<file path="src/rtl/return_stream_packer_pkg.sv">
// Shared parameters for the DDR return path (stream packer and return buffer).
// Stream words are 8 features wide; a return patch is 4096 bytes of stream words.
// Patch counts are carried as 16-bit values toward the return buffer.
package return_stream_packer_pkg;

  localparam int FEATURE_WIDTH        = 16;
  localparam int MEM_ADDR_WIDTH       = 32;
  localparam int CNT_WIDTH            = 24;
  localparam int RETURN_PATCH_BYTES   = 4096;
  localparam int WORDS_PER_PATCH_LOG2 = 8;
  localparam int PATCH_NUM_WIDTH      = 16;

endpackage

</file>
<file path="src/rtl/return_stream_packer.sv">
// Purpose: drives the DDR return buffer for one output task, forwards result words, zero-pads the last patch.
// Latency: zero-cycle pass-through of in_data to return_data while streaming; refresh/req take 2 cycles after start.
// Backpressure: return_buffer_ready low stalls both streaming and padding; in_ready follows return_buffer_ready.
module return_stream_packer #(
  parameter int FEATURE_WIDTH        = return_stream_packer_pkg::FEATURE_WIDTH,
  parameter int MEM_ADDR_WIDTH       = return_stream_packer_pkg::MEM_ADDR_WIDTH,
  parameter int CNT_WIDTH            = return_stream_packer_pkg::CNT_WIDTH,
  parameter int WORDS_PER_PATCH_LOG2 = return_stream_packer_pkg::WORDS_PER_PATCH_LOG2
) (
  input  logic                       system_clk,
  input  logic                       rst_n,
  input  logic                       task_start,
  input  logic [MEM_ADDR_WIDTH-1:0]  task_addr,
  input  logic [CNT_WIDTH-1:0]       task_words,
  output logic                       task_busy,
  output logic                       task_done,
  output logic                       task_err,
  input  logic [FEATURE_WIDTH*8-1:0] in_data,
  input  logic                       in_valid,
  output logic                       in_ready,
  output logic [MEM_ADDR_WIDTH-1:0]  return_addr,
  output logic                       refresh_return_addr,
  output logic                       return_req,
  output logic [15:0]                return_patch_num,
  output logic [FEATURE_WIDTH*8-1:0] return_data,
  output logic                       return_data_valid,
  input  logic                       return_buffer_ready,
  output logic                       output_buffer_done,
  input  logic                       return_finish
);

  import return_stream_packer_pkg::*;

  localparam int PW   = WORDS_PER_PATCH_LOG2;
  localparam int HI_W = CNT_WIDTH - PW;
  // Largest task whose patch count still fits the 16-bit patch number.
  localparam logic [CNT_WIDTH-1:0] MAX_TASK_WORDS = {{HI_W{1'b1}}, {PW{1'b0}}};

  typedef enum logic [2:0] {
    S_IDLE,
    S_REFRESH,
    S_REQ,
    S_STREAM,
    S_PAD,
    S_DRAIN,
    S_DONE
  } state_t;

  state_t               state;
  state_t               state_nxt;
  logic [CNT_WIDTH:0]   word_cnt;
  logic [CNT_WIDTH:0]   word_cnt_inc;
  logic [CNT_WIDTH-1:0] task_words_q;
  logic [HI_W:0]        patch_calc;
  logic                 push;
  logic                 start_ok;
  logic                 start_bad;

  assign start_ok     = (state == S_IDLE) && task_start && (task_words <= MAX_TASK_WORDS);
  assign start_bad    = (state == S_IDLE) && task_start && (task_words >  MAX_TASK_WORDS);
  assign word_cnt_inc = word_cnt + (CNT_WIDTH+1)'(1);
  // A partially filled last patch still costs a whole patch.
  assign patch_calc   = {1'b0, task_words[CNT_WIDTH-1:PW]} + {{HI_W{1'b0}}, |task_words[PW-1:0]};
  assign task_busy    = (state != S_IDLE);

  // State register; reset drops every decoded strobe immediately.
  always_ff @(posedge system_clk or negedge rst_n) begin
    if (!rst_n) begin
      state <= S_IDLE;
    end else begin
      state <= state_nxt;
    end
  end

  // Next-state decode and all return-buffer strobes.
  always_comb begin
    state_nxt           = state;
    in_ready            = 1'b0;
    return_data         = '0;
    return_data_valid   = 1'b0;
    refresh_return_addr = 1'b0;
    return_req          = 1'b0;
    output_buffer_done  = 1'b0;
    task_done           = 1'b0;
    push                = 1'b0;
    case (state)
      S_IDLE: begin
        if (start_ok) begin
          state_nxt = (task_words == '0) ? S_DONE : S_REFRESH;
        end
      end
      S_REFRESH: begin
        refresh_return_addr = 1'b1;
        state_nxt           = S_REQ;
      end
      S_REQ: begin
        // The buffer clears its FIFO on this pulse, so nothing is pushed yet.
        return_req = 1'b1;
        state_nxt  = S_STREAM;
      end
      S_STREAM: begin
        in_ready          = return_buffer_ready;
        return_data       = in_data;
        return_data_valid = in_valid & return_buffer_ready;
        push              = return_data_valid;
        if (push && (word_cnt_inc == {1'b0, task_words_q})) begin
          state_nxt = (word_cnt_inc[PW-1:0] != '0) ? S_PAD : S_DRAIN;
        end
      end
      S_PAD: begin
        return_data_valid = return_buffer_ready;
        push              = return_buffer_ready;
        if (push && (word_cnt_inc[PW-1:0] == '0)) begin
          state_nxt = S_DRAIN;
        end
      end
      S_DRAIN: begin
        output_buffer_done = 1'b1;
        if (return_finish) begin
          state_nxt = S_DONE;
        end
      end
      S_DONE: begin
        task_done = 1'b1;
        state_nxt = S_IDLE;
      end
      default: begin
        state_nxt = S_IDLE;
      end
    endcase
  end

  // Task context: latched only on an accepted start; a rejected start leaves it untouched.
  always_ff @(posedge system_clk or negedge rst_n) begin
    if (!rst_n) begin
      return_addr      <= '0;
      return_patch_num <= '0;
      task_words_q     <= '0;
      word_cnt         <= '0;
      task_err         <= 1'b0;
    end else begin
      task_err <= start_bad;
      if (start_ok) begin
        return_addr      <= task_addr;
        return_patch_num <= PATCH_NUM_WIDTH'(patch_calc);
        task_words_q     <= task_words;
        word_cnt         <= '0;
      end else if (push) begin
        word_cnt <= word_cnt_inc;
      end
    end
  end

endmodule

</file>
<file path="config.mk">
export PLATFORM = sky130hd
export DESIGN_NAME = return_stream_packer
export DESIGN_NICKNAME = d
export VERILOG_FILES = /design/src/rtl/return_stream_packer_pkg.sv /design/src/rtl/return_stream_packer.sv
export SDC_FILE = /design/constraint.sdc
export NUM_CORES = 1
export LEC_CHECK = 0
export CAP_MARGIN = 20
export CELL_PAD_IN_SITES_DETAIL_PLACEMENT = 1
export CELL_PAD_IN_SITES_GLOBAL_PLACEMENT = 1
export CORE_MARGIN = 3
export CORE_UTILIZATION = 29
export CTS_CLUSTER_SIZE = 25
export DETAILED_ROUTE_END_ITERATION = 12
export PLACE_DENSITY = 0.85
export SLEW_MARGIN = 40
export SYNTH_ARGS = -nofsm -noshare
export SYNTH_HDL_FRONTEND = slang
export SYNTH_SLANG_ARGS = --single-unit
</file>
<file path="constraint.sdc">
create_clock -name system_clk -period 5.79 [get_ports system_clk]
set_clock_uncertainty 0.2 [all_clocks]
set_input_delay 0.579 -clock system_clk [delete_from_list [all_inputs] [get_ports system_clk]]
set_output_delay 0.579 -clock system_clk [all_outputs]
set_load 0.05 [all_outputs]
</file>
==> results.ini <==
[status]
outcome=finished clean

[drt]
routedWlPerCell_um=27.2
drt-initial-drc-count=379
drtAntennaViolNets=0
vias_per_cell=5.10
drtPass1Iterations=5
drc=0
vias=6715
routed_wl_um=35800

[synthesis]
ys_ff_latch=101
synthCells=682
synth_area_um2=6280
async_flop_share_pct=100
synth_area_per_cell_um2=9.20
synth.distinct_cells=62
syn-num-nets=875
synth_flop_cell=dfrtp_1
yosys_warnings=0
synth_common_cells=and2_1, dfrtp_1, mux2_2, nor2_1, o21ai_0
ys_seq_area_share_pct=40.3
yosysTopAreaCellShare_pct=40.3
synth_enable_flop_cells=0
synth_top_cell_by_area=dfrtp_1
ys_top_cells_by_area=dfrtp_1, and2_1, mux2_2
yosysMostFrequentCell=and2_1

[clocking]
cts.sinks=101
cts_tree=done
cts_resized=0
cts.path.max_buffers=2
clock_latency_ns=0.36
cts-root-buf=clkbuf_16
clk_pin_slew_ns=0.07
cts_buffers=9
cts_hold_buf=0
h-tree-depth=3
cts_setup_buffers=0

[sta]
period_minus_slack_ns=3.82
hold_ws_ns=0.0524
relSlewSlack_pct=49.6
setup_tns_ns=0
layout_setup_ws_ns=1.97
drv_slew=0
finalSetupViolCount=0
worst_pin_slew_ns=0.756
fmax_mhz=262
hold_viol=0
period_share_pct=65.9
rsz0062_at_grt=false

[pwr]
p_leak_nw=4.09
switching_power_mw=3.19
powerDensity_nw_per_um2=566
p_int_mw=2.84
switching_share_pct=52.9
p_comb_share_pct=66.9
clockPowerShare_pct=12.7
pwr-share-seq_pct=20.3
ir_drop_uv=435

[grt]
antenna_found_initial=7
overflow=0
grt.total_usage_pct=29.9
first_global_vias=7295
grt_max_degree=129
grt_pass1_wl_um=52100

[worst_setup_path]
required_ns=5.01
worstSetupPathType=flop to output pin
r2r-end=state[1]
crit_arrival_ns=3.04
reg2reg_setup_slack_ns=2.13
startpoint_type=flop
reg2reg_depth=9
cp-end-kind=output pin
timing.rr.start=word_cnt[0]
cp_max_fo=128

[placed_design]
dpl.hpwl_um=28300
gp_congestion=0.919
pre_cts_ws_ns=2.00
portBuffers=373
place_inst=1293

[layout]
layoutNonFillerInstCount=1316
utilization_pct=50.3
drive_above_1_share_pct=9.19
syn_to_final_growth_pct=69.6
final_nets=1222

[floorplan]
coreArea_um2=21200
rows=53
num_io_pins=374
dieHeight_um=153
design.die.area_um2=23400
start_util_pct=29.7
die_w_um=153

[job]
drv_cap=0

[hold_path]
hp-class=primary input to asynchronous set/reset pin

layout by cell type, fill, tap and decap left out, types with 3 or more instances in the layout:
| master | count |
|---|---|
| clkbuf_16 | 9 |
| mux2_2 | 57 |
| a21oi_1 | 26 |
| o21ai_0 | 45 |
| o31ai_1 | 12 |
| nand2b_1 | 5 |
| nand2_1 | 34 |
| nand3b_1 | 3 |
| nor4_2 | 3 |
| and2_1 | 133 |
| nor3_1 | 11 |
| a31oi_1 | 3 |
| nor4_1 | 9 |
| buf_4 | 7 |
| nor2_1 | 47 |
| nand4_1 | 11 |
| ha_1 | 3 |
| bufinv_16 | 4 |
| and3_1 | 5 |
| or3_1 | 4 |
| nand3_1 | 22 |
| xor2_1 | 19 |
| xnor2_1 | 24 |
| o211ai_1 | 3 |
| nand4b_1 | 3 |
| and4_1 | 3 |
| clkdlybuf4s50_1 | 372 |
| diode_2 | 7 |
| dfrtp_1 | 101 |
| inv_1 | 10 |
metrics by stage:
step                power (mW)  cell area (um^2)
floorplan                 3.72              6280
global placement          5.15             10200
detailed placement        5.22             10300
CTS                       6.03             10600
global route              6.28             10600
finish                    6.02             10600
per-layer routing:
layer | track usage [%] | routed length (um) | part of all wire, %
met3 | 11.6 | 2910 | 8.1
met2 | 49.6 | 17400 | 49
met1 | 34.6 | 13900 | 39
met4 | 12.4 | 1650 | 4.6
met5 | 0 | 0 | 0
worst max-delay path: stages (launching register included):
cell and delay (ns):
dfrtp_1 0.54, inv_1 0.20, nor2_4 0.16, buf_6 0.57
and2_1 0.24, clkdlybuf4s50_1 0.93
logic make-up (layout without fill, tap and decap cells):
group	count (synthesis)	count (layout)	synth area share (%)
buffers and inverters	54	406	3.31
DFF	101	101	40.3
xor gates and xnor gates	43	43	6.00
AOI/OAI and AO/OA	111	111	10.7
adders and majority gates	3	3	0.598
and+or+nand+nor	313	313	28.9
other	0	7	0
muxes	57	57	10.2
area by class of cell:
type | instances | area [um^2]
antenna | 7 | 17.5
clock buffer | 9 | 225
clock inverter | 7 | 146
fill | 2366 | 10500
inverter | 10 | 37.5
multi-input combinational | 527 | 3560
sequential | 101 | 2530
tap | 275 | 344
timing repair buffer | 380 | 3790
sequential cells by signal, indices dropped and copies added, names as in the netlist:
signal / count
return_patch_num: 16
state: 3
task_words_q: 24
return_addr: 32
word_cnt: 25
task_err: 1
power groups by stage:
stage          Combinational, mW  Sequential [mW]  Clock, mW
2_1_floorplan               1.99             1.73          0
3_3_place_gp                3.95             1.20          0
3_5_place_dp                4.00             1.22          0
4_1_cts                     4.04             1.22      0.776
5_1_grt                     4.21             1.27      0.810
6_report                    4.03             1.23      0.767
how the worst max path moves through the flow:
stage	startpoint	endpoint	slack [ns]	depth (start not counted)
after floorplan	word_cnt[1]	state[0]	3.00	10
after detailed placement	task_words[1]	return_addr[1]	2.00	8
final	state[0]	return_data[82]	1.97	5
after global placement	in_valid	return_data_valid	2.14	7
after CTS	state[0]	return_data[82]	1.99	5
after global routing	state[0]	return_data[82]	1.80	5
Power figures use the tool's default switching activity.
